## src/rtl/loop_cond_sequencer_pkg.sv

```systemverilog
// Shared definitions for the loop condition sequencer.
// The state encoding is exported so bench assertions can decode the debug state.
package loop_cond_sequencer_pkg;

    typedef enum logic [1:0] {
        IDLE = 2'd0,
        ITER = 2'd1,
        EXIT = 2'd2,
        DONE = 2'd3
    } state_t;

endpackage

```

## src/rtl/loop_cond_sequencer.sv

```systemverilog
// Dataless loop controller: takes a trip count N, then emits N "iterate" condition
// tokens, one "exit" token (index N) and finally a dataless done token.
module loop_cond_sequencer
    import loop_cond_sequencer_pkg::*;
#(
    parameter int WIDTH = 32
) (
    input  logic             clk,
    input  logic             rst,
    input  logic [WIDTH-1:0] start_data,
    input  logic             start_valid,
    output logic             start_ready,
    output logic             condition,
    output logic [WIDTH-1:0] condition_index,
    output logic             condition_valid,
    input  logic             condition_ready,
    output logic             done_valid,
    input  logic             done_ready,
    output state_t           dbg_state
);

    // Handshake: a transfer happens on a cycle where valid & ready are both high.
    // Every valid is a pure decode of r_state, so it never depends on a ready and
    // it holds (with r_idx stable) until its transfer.

    localparam logic [WIDTH-1:0] W_ONE = {{(WIDTH-1){1'b0}}, 1'b1};

    state_t           r_state;
    state_t           w_state_nxt;
    logic [WIDTH-1:0] r_count;
    logic [WIDTH-1:0] w_count_nxt;
    logic [WIDTH-1:0] r_idx;
    logic [WIDTH-1:0] w_idx_nxt;
    logic             w_cond_xfer;
    logic             w_last_iter;

    assign start_ready     = (r_state == IDLE);
    assign condition_valid = (r_state == ITER) || (r_state == EXIT);
    assign done_valid      = (r_state == DONE);
    assign condition       = (r_state == ITER);
    assign condition_index = r_idx;
    assign dbg_state       = r_state;

    assign w_cond_xfer = condition_valid && condition_ready;
    // r_count is never zero in ITER, so count-1 cannot underflow and N=2^WIDTH-1 never wraps r_idx.
    assign w_last_iter = (r_idx == (r_count - W_ONE));

    always_comb begin
        w_state_nxt = r_state;
        w_count_nxt = r_count;
        w_idx_nxt   = r_idx;
        case (r_state)
            IDLE: begin
                if (start_valid) begin
                    w_count_nxt = start_data;
                    w_idx_nxt   = '0;
                    w_state_nxt = (start_data != '0) ? ITER : EXIT;
                end
            end
            ITER: begin
                if (w_cond_xfer) begin
                    w_idx_nxt = r_idx + W_ONE;
                    if (w_last_iter) begin
                        w_state_nxt = EXIT;
                    end
                end
            end
            EXIT: begin
                if (w_cond_xfer) begin
                    w_state_nxt = DONE;
                end
            end
            DONE: begin
                if (done_ready) begin
                    w_state_nxt = IDLE;
                end
            end
            default: w_state_nxt = IDLE;
        endcase
    end

    always_ff @(posedge clk or negedge rst) begin
        if (!rst) begin
            r_state <= IDLE;
            r_count <= '0;
            r_idx   <= '0;
        end else begin
            r_state <= w_state_nxt;
            r_count <= w_count_nxt;
            r_idx   <= w_idx_nxt;
        end
    end

endmodule
```

## config.mk

```make
export PLATFORM = sky130hd
export DESIGN_NAME = loop_cond_sequencer
export DESIGN_NICKNAME = d
export VERILOG_FILES = /design/src/rtl/loop_cond_sequencer_pkg.sv /design/src/rtl/loop_cond_sequencer.sv
export SDC_FILE = /design/constraint.sdc
export NUM_CORES = 1
export LEC_CHECK = 0
export ABC_AREA = 1
export BUFFER_PORTS_ARGS = -buffer_cell sky130_fd_sc_hd__buf_2
export CORE_UTILIZATION = 40
export CTS_BUF_LIST = sky130_fd_sc_hd__clkbuf_4
export CTS_CLUSTER_DIAMETER = 100
export DETAILED_ROUTE_END_ITERATION = 6
export MAX_ROUTING_LAYER = met4
export PLACE_DENSITY_LB_ADDON = 0.08
export SETUP_SLACK_MARGIN = 0.1
export SKIP_LAST_GASP = 1
export SYNTH_ARGS = -nofsm -noshare
export SYNTH_HDL_FRONTEND = slang
export SYNTH_SLANG_ARGS = --single-unit
```

## constraint.sdc

```tcl
create_clock -name clk -period 5.3 [get_ports clk]
set_input_delay 1.06 -clock clk [delete_from_list [all_inputs] [get_ports clk]]
set_output_delay 1.06 -clock clk [all_outputs]
set_load 0.05 [all_outputs]
```

# ---- After elaboration in Yosys (flattened, before gate mapping)
# Cells that the tools add are included.
dict set report totals {
  out_inout_bits 38
  register_bits 66
  wordCells 32
}
dict set report op_classes {
  n_reduce_logical 8
  eq_ne 9
  add_sub_neg 2
  n_mux 10
}
# cell n
set ops {}
lappend ops {{two-way mux 32 bit} 2}
lappend ops {{case mux 32 bit (2 select lines)} 1}
lappend ops {{adder 32 x 1 -> 32 bit (second input constant)} 1}
lappend ops {{== test 32 bit} 1}
lappend ops {{nonzero test 32 bit} 1}
lappend ops {{subtractor 32 x 1 -> 32 bit (second input constant)} 1}
lappend ops {{two-way mux 2 bit} 6}
lappend ops {{case mux 2 bit (4 select lines)} 1}
lappend ops {{inequality test 2 x 1 -> 1 bit (second input constant)} 3}
lappend ops {{AND reduction 5 bit} 1}
lappend ops {{== test 2 bit (second input constant)} 2}
lappend ops {{inequality test 2 bit (second input constant)} 2}
lappend ops {{AND reduction 3 bit} 1}
lappend ops {{== test 2 x 1 -> 1 bit (second input constant)} 1}
lappend ops {{logical NOT 2 bit} 1}
lappend ops {{AND reduction 2 bit} 1}
lappend ops {{nonzero test 2 bit} 1}
lappend ops {{logical AND 1 bit} 1}
lappend ops {{logical OR 1 bit} 1}

# ---- Depth between registers and ports, before layout
# Gate-level depths: netlist of the first run.
dict set report depth {
  depth_word 5
  mapped_depth 17
}

# ---- Least setup slack after synthesis of the first run
# Ideal clock, no wire load.
dict set report synth_path {
  path_type {register to register}
  startpoint {register r_state[0] (netlist: dbg_state[0])}
  endpoint {register r_idx[10] (netlist: condition_index[10])}
  period_less_slack_ns 2.735
  t_arrival_ns 2.610
  t_required_ns 5.175
  path_buffers 0
  path_stages_with_launch 14
  setup_slack_ns 2.565
  setup_time_ns 0.125
  cell_sequence {dfrtp_1 > inv_1 > ha_1 > nand2_1 > nand2_1 > o211ai_2 > nor3_2 > nand2_1 > inv_2 > nand3_1 > inv_2 > nand4_4 > o21ai_0 > a21oi_1}
}
dict set report synth_via {
  elab_chain_cells 5
  word_cells_on_any_way 10
  classes_between {4 x eq/ne; 1 x mux; 5 x reduce/logical}
}
# element line_no
set synth_rtl {}
lappend synth_rtl {{start, declared} loop_cond_sequencer.sv:28} ;# state_t r_state;
lappend synth_rtl {{start signal, assigned} loop_cond_sequencer.sv:88} ;# r_state <= w_state_nxt;
lappend synth_rtl {{== test 2 x 1 -> 1 bit / == test 2 bit (equally long branches)} loop_cond_sequencer.sv:38} ;# assign condition_valid = (r_state == ITER) || (r_state == EXIT);
lappend synth_rtl {{logical OR 1 bit *} loop_cond_sequencer.sv:38}
lappend synth_rtl {{via condition_valid} loop_cond_sequencer.sv:15} ;# output logic condition_valid,
lappend synth_rtl {{logical AND 1 bit *} loop_cond_sequencer.sv:44} ;# assign w_cond_xfer = condition_valid && condition_ready;
lappend synth_rtl {{inequality test 2 x 1 -> 1 bit (no source line) *} -}
lappend synth_rtl {{AND reduction 3 bit (no source line) *} -}
lappend synth_rtl {{end signal, assigned} loop_cond_sequencer.sv:90} ;# r_idx <= w_idx_nxt;
lappend synth_rtl {{end, declared} loop_cond_sequencer.sv:32} ;# logic [WIDTH-1:0] r_idx;
# Mark *: on every way through the listed nets, which the timed path passes. The rest lies on a longest branch.
# A chain may end at the register's enable or synchronous reset.

# ---- Worst setup path in the final report of the first run
dict set report layout_path {
  startpoint {register r_state[1] (netlist: dbg_state[1])}
  endpoint {output condition}
}
dict set report layout_via {
  elab_chain_cells 1
}
# element line_no
set layout_rtl {}
lappend layout_rtl {{== test 2 x 1 -> 1 bit} loop_cond_sequencer.sv:40} ;# assign condition = (r_state == ITER);
lappend layout_rtl {{end, declared} loop_cond_sequencer.sv:13} ;# output logic condition,
# Every way passes these cells.

==> results of run 1 <==
[Yosys cell counts, drive strengths merged]
| master | number | area share, % |
|---|---|---|
| nand2 | 167 | 14 |
| nor2 | 117 | 11 |
| inv | 87 | 6.9 |
| dfrtp | 66 | 34 |
| o21ai | 35 | 3.7 |
| xor2 | 31 | 5.7 |
| nand3 | 28 | 3.2 |
| a21oi | 25 | 2.7 |
| nor3 | 24 | 2.9 |
| nand4 | 18 | 2.8 |
| mux2 | 15 | 3.5 |
| xnor2 | 8 | 1.5 |
| clkbuf | 7 | 0.55 |
| ha | 6 | 1.6 |
| nand3b | 6 | 0.94 |
| nor4 | 6 | 0.78 |
| or2 | 5 | 0.65 |
| buf | 3 | 0.26 |
| clkinv | 3 | 0.23 |
| o21a | 3 | 0.47 |
| a22oi | 2 | 0.31 |
| and2 | 2 | 0.29 |
| o21bai | 2 | 0.39 |
| a211oi | 1 | 0.16 |
| a22o | 1 | 0.18 |
| nor3b | 1 | 0.26 |
| nor4b | 1 | 0.18 |
| o211ai | 1 | 0.26 |
| o221a | 1 | 0.23 |
| o22ai | 1 | 0.13 |
[per-layer routing]
layer | vias up | GRT usage [%]
li1 | 2315 | -
met1 | 2151 | 31.26
met2 | 87 | 39.58
met3 | 7 | 4.409
met4 | 0 | 4.144
met5 | - | -
[registers in the layout (all words and copies together) (netlist names)]
signal and flops:
condition_index 32, dbg_state 2, r_count 32
[cell type report]
type | count | share of cell area [%]
Tap cell | 143 | 3.300
Multi-Input combinational cell | 507 | 50.99
Inverter | 90 | 6.276
Timing Repair Buffer | 76 | 7.107
Clock inverter | 6 | 0.6230
Clock buffer | 9 | 1.246
Sequential cell | 66 | 30.46
[metrics by stage]
step	hold slack, ns	instances	total power, mW	area, um2	setup WS [ns]
6_report	0.5479	897	2.236	5423	2.239
4_1_cts	0.5510	897	2.257	5423	2.201
2_1_floorplan	0.4949	673	1.692	4796	2.565
3_5_place_dp	0.5246	882	1.970	5321	2.405
5_1_grt	0.5806	897	2.433	5423	2.128
3_3_place_gp	0.5131	882	1.950	5321	2.405
[placed cells by master, fill, tap and decap left out, drive strengths merged, types with 24 or more instances in the layout]
master  netlist  final
inv          87     88
buf           3     76
dfrtp        66     66
nor3         24     24
nor2        117    117
nand3        28     28
nand2       167    167
a21oi        25     25
o21ai        35     35
xor2         31     31
[report_power, final]
group,leakage [nW],switching (mW),internal [mW]
sequential,0.843,0.198,0.643
combinational,1.77,0.723,0.390
clock,0.0570,0.191,0.0906
[worst register-to-register path, cell delays in order, from the launching register on]
cell      delay [ns]
dfrtp_1         0.44
inv_1           0.10
ha_1            0.64
o211ai_2        0.35
inv_4           0.27
nand4_2         0.15
nor2_4          0.17
nand3_2         0.12
nor2_1          0.14
nand2_1         0.06
nor3b_2         0.16
[worst max-delay path by stage]
stage                                         from                              end  slack, ns  cells past startpoint
after floorplan           dbg_state[0]$_DFFE_PN0P_  condition_index[10]$_DFFE_PN0P_       2.57                     13
after global placement                 start_valid  condition_index[17]$_DFFE_PN0P_       2.40                      7
after detailed placement               start_valid  condition_index[17]$_DFFE_PN0P_       2.41                      7
after CTS                 dbg_state[1]$_DFFE_PN0P_                        condition       2.20                      3
after global routing      dbg_state[1]$_DFFE_PN0P_                        condition       2.13                      3
final                     dbg_state[1]$_DFFE_PN0P_                        condition       2.24                      3
[cell families (layout without fill, tap and decap cells)]
logic type               count (synthesis)  in the layout
XOR/XNOR                                39             39
AO/OA/AOI/OAI                           72             72
buffers and inverters                  100            181
flip-flops                              66             66
AND/OR/NAND/NOR                        375            375
multiplexers                            15             15
adder cells (fa/ha/maj)                  6              6
==> impl_results.md, run 1 <==
- Drt initial violations: 188
- Synth Warn #: 0
- Post-Synth Adder-Cell Area: 1.565%
- Vias per cell: 5.084
- Pin count of the biggest net entering global routing: 51
- Critical path class: flip-flop to output pin
- Final wirelength: around 14000 um
- WP data required: 4.24 ns
- Top delay family on crit path: adder cells
- Status: finished with violations
- Post-cts resize count: 0
- Crit path time final: 3.061 ns
- Met1 wire length: 6552 um
- Hold Path Sink: condition_index[31]$_DFFE_PN0P_
- I/O Pins: 75
- Largest family of logic cells by synthesized area: simple AND/OR/NAND/NOR gates
- Setup TNS Final: 0 ns
- Synth Register Bits: 66
- Post-Synthesis Cells: 673
- Vias: 4560
- Starting Density: 41.47%
- Multi-input gate area: 2765 um2
- Met2 WL: 6343 um
- Reg-to-Reg End: condition_index[25]$_DFFE_PN0P_
- Initial antenna violation count: 0
- Layout cells sized above 1: a little over a fifth
- Worst-path clk slew: ~0.11 ns
- Core area: 11560 um2
- Skew final: 0.01933 ns
- H-tree Lvls: 3
- # diodes: 0
- F_max: 326.7 MHz
- Remaining antenna violation count: 0
- Buffers added on ports: 74
- Rel. slew slack: just over 50%
- CP Cell Sequence: inv_1 > ha_1 > buf_2
- TritonCTS clock tree: yes
- Hold Path Cell Cnt: 1
- RD Place Congestion: 0.9224
- Fin crit share: 57.75%
- Clock root cell: clkbuf_4
- Die W: 111.5 um
- Total CTS buffers: 9
- Reg area: 1652 um2
- RR Startpoint: dbg_state[1]$_DFFE_PN0P_
- RSZ-0062 raised after global routing: false
- Vias in the first global route: 4498
- Pre-antenna DRT Iters: 7
- Worst hold start: condition_index[31]$_DFFE_PN0P_
- Final Hold Fails: 0
- XOR/XNOR share of the synthesized area: 7.122%
- Core Util, Final: 46.89%
- Grt ovf: 0
- Rows: 39
- Mean routed wirelength per cell: between 15 and 20 um
- Total clock sinks: 66
- Crit path max fanout: 15
- First-pass GRT wire length: approximately 22000 um
- Simple-gate area share of the yosys netlist: 36.97%
- DRC: 7
- Die Y: 111.5 um
- Worst slew pin tran: 0.7454 ns
- CTS hold repair buffers: 0
- Cell Pwr Density: 412.3 nW/um2
- Reg2Reg Setup Slack: between 2 and 3 ns
- Tot GR Track Use: 24.05%
- Clock Tree Buf Depth: 2
- Arr. time, crit path: around 2 ns
- Max-Cap Viols: 0
- Seq/Total Area, Yosys: 34.44%
- Synth Area per Inst: 7.126 um2
- Compound-Gate Fraction of Synth Area: 8.479%
- Synth cell types: 47
- Cell area after synthesis: 4796 um2
- Max incr delay on CP: 0.64 ns
- Finish-stage setup viols: 0
- Hpwl dp: 11000 um
- Worst setup EP type: output pin
- Post-synthesis mux area share: 3.522%
- Max layer used: met4
- Fill count: 1221
- Max rail drop VDD: 0.1747 mV
- Layout area overhead: 13.07%
- Final nets: around 800
- HP Class: flip-flop to flip-flop
- Failing checks: DRC
- Worst path slowest cell: ha_1
- Syn_nets: 716
- Crit path launch type: flip-flop
- Clk_lat worst skew: approximately 0.44 ns
- Static leakage: between 2 and 3 nW
- Met3 WL: approximately 600 um
- Worst reg-to-reg path cell count: 10
- Max-slew violation count: 0
- Post-CTS Setup Inserts: 0
- DIE AREA: 12430 um2
- Buf+Inv Stages, Crit Path: 2
(Power assumes the default switching activity.)
==> run 2: changes to the inputs <==
==> constraint.sdc (replaced) <==
create_clock -name clk -period 2.9 [get_ports clk]
set_input_delay 0.58 -clock clk [delete_from_list [all_inputs] [get_ports clk]]
set_output_delay 0.58 -clock clk [all_outputs]
set_load 0.05 [all_outputs]
==> run 2 against run 1 <==
Compared with the run above: the run still ends with DRC left; power increased by 84%; first-iteration DRC count decreased by 11%; combinational power increased by 86%; via count increased by 1.1%; worst setup slack got worse by 1.7 ns; cell count increased by 0.11%; wire length increased by 2.8%; count of clock-buffer cells in the layout increased by 2; sequential share of layout area decreased by 0.13 points.
==> impl_results.md, run 2 (synthesis results as in run 1) <==
- Post-cts resize count: 0 (unchanged)
- Place WS: 0.5484 ns (-1.857 ns)
- Final nets: 796 (+0.38%)
- Clk_lat worst skew: 0.44 ns (about the same)
- Remaining antenna violation count: 0 (unchanged)
- Vias: 4608 (+1.1%)
- Core area: 11560 um2 (unchanged)
- Design Power: 4.120 mW (+84%)
- Crit path launch type: flip-flop
- Pre-antenna DRT Iters: 6 (-1)
- Design area: 5446 um2 (+0.44%)
- Die W: 111.5 um (unchanged)
- Static leakage: 2.685 nW (+0.64%)
- Total clock sinks: 66 (unchanged)
- Core Util, Final: 47.10% (+0.21 points)
- Met3 WL: 657 um (+10%)
- Layout area overhead: 13.57%
- Final Hold Fails: 0 (unchanged)
- Mean routed wirelength per cell: 15.58 um (+2.7%)
- Clock Tree Buf Depth: 2 (unchanged)
- Status: finished with violations
- Total CTS buffers: 9 (unchanged)
- Rel. slew slack: 53.37% (+3.1 points)
- Finish-stage setup viols: 0 (unchanged)
- Met2 WL: 6543 um (+3.2%)
- Pin count of the biggest net entering global routing: 50 (-2.0%)
- Commonest non-fill, non-tap cell in the layout: nand2_1
- Setup TNS Final: 0 ns (unchanged)
- Cell Pwr Density: 756.4 nW/um2 (+83%)
- Max incr delay on CP: 0.43 ns (-0.21 ns)
- CP Cell Sequence: inv_1 > ha_1 > nand2_1 > nand2_1 > o211ai_2 > inv_4 > nand4_2 > nor2_4 > inv_2 > nor2_4 > nand3_1 > inv_2 > o21ai_1 > a21oi_1
- Post-CTS Setup Inserts: 0 (unchanged)
- Placed Area: 5356 um2 (+0.66%)
- Most frequent cells in the layout: nand2_1 (157), nor2_1 (97), inv_1 (76)
- Vias per cell: 5.131 (+0.94%)
- Rows: 39 (unchanged)
- Hpwl dp: 11160 um (+1.5%)
- First-pass GRT wire length: 23100 um (+3.0%)
- Max-Cap Viols: 0 (unchanged)
- Skew final: 0.01675 ns (-0.002583 ns)
- Initial antenna violation count: 0 (unchanged)
- Die Y: 111.5 um (unchanged)
- DRC: 8 (+1)
- Worst-path clk slew: 0.11 ns (about the same)
- Max-slew violation count: 0 (unchanged)
- Arr. time, crit path: 2.75 ns (+0.75 ns)
- HP Class: input pin to asynchronous set/reset pin
- Max layer used: met4
- Met1 wire length: 6547 um (about the same)
- Drt initial violations: 168 (-11%)
- F_max: 420.2 MHz
- # diodes: 0 (unchanged)
- Failing checks: DRC
- RD Place Congestion: 0.9030 (-2.1%)
- H-tree Lvls: 3 (unchanged)
- Fin crit share: 82.07%
- Layout cells sized above 1: 21.85% (+0.10 points)
- Crit path max fanout: 18 (+3)
- Buf+Inv Stages, Crit Path: 4 (+2)
- I/O Pins: 75 (unchanged)
- CTS hold repair buffers: 0 (unchanged)
- Crit path time final: around 2.4 ns
- Worst setup EP type: flip-flop
- Final setup margin: 0.5200 ns (-1.719 ns)
- Grt ovf: 0 (unchanged)
- Worst path slowest cell: dfrtp_1
- Max rail drop VDD: 0.3307 mV (+89%)
- Final wirelength: 13990 um (+2.8%)
- Top delay family on crit path: simple AND/OR/NAND/NOR gates
- TritonCTS clock tree: yes
- RSZ-0062 raised after global routing: false
- Tot GR Track Use: 24.85% (+0.80 points)
- Critical path class: flip-flop to flip-flop
- WP data required: 3.27 ns (-0.97 ns)
- Worst slew pin tran: 0.6994 ns (-0.04600 ns)
- Starting Density: 41.47% (unchanged)
- Vias in the first global route: 4650 (+3.4%)
- DIE AREA: 12430 um2 (unchanged)
- Buffers added on ports: 74 (unchanged)
- Clock root cell: clkbuf_4
-- run 2: metrics by stage --
stage,cells,hold WS [ns]
floorplan,673,0.2844
global placement,885,0.5138
detailed placement,885,0.5227
CTS,898,0.1576
global route,898,0.1956
finish,898,0.1703
-- run 2: where the power goes --
group / internal, mW / switching (mW) / total [mW]
clock network: 0.176 / 0.326 / 0.502
logic: 0.727 / 1.34 / 2.07
registers: 1.18 / 0.370 / 1.55
-- run 2: worst paths after layout --
| kind | startpoint | to | slack (ns) | depth (start not counted) |
|---|---|---|---|---|
| min in group clk | start_data[29] | r_count[29]$_DFFE_PN0P_ | 0.39 | 2 |
| worst min register to register | condition_index[31]$_DFFE_PN0P_ | condition_index[31]$_DFFE_PN0P_ | 0.54 | 1 |
| worst min-delay path | rst | dbg_state[0]$_DFFE_PN0P_ | 0.17 | 1 |
| worst max-delay path | dbg_state[0]$_DFFE_PN0P_ | condition_index[31]$_DFFE_PN0P_ | 0.52 | 14 |
| max in group asynchronous | rst | r_count[22]$_DFFE_PN0P_ | 2.06 | 2 |
| worst max register to register | dbg_state[0]$_DFFE_PN0P_ | condition_index[31]$_DFFE_PN0P_ | 0.52 | 14 |
-- run 2: area by class of cell --
type | instances | area [um2]
clock inverter | 2 | 7.507
fill | 1211 | 6118
sequential | 66 | 1652
inverter | 90 | 340.3
multi-input combinational | 507 | 2765
clock buffer | 11 | 82.58
timing repair buffer | 79 | 420.4
tap | 143 | 178.9
-- run 2: metal layers --
metal | vias to the layer above | track usage [%]
li1 | 2319 | -
met1 | 2174 | 31.46
met2 | 98 | 40.50
met3 | 17 | 3.974
met4 | 0 | 8.198
met5 | - | -
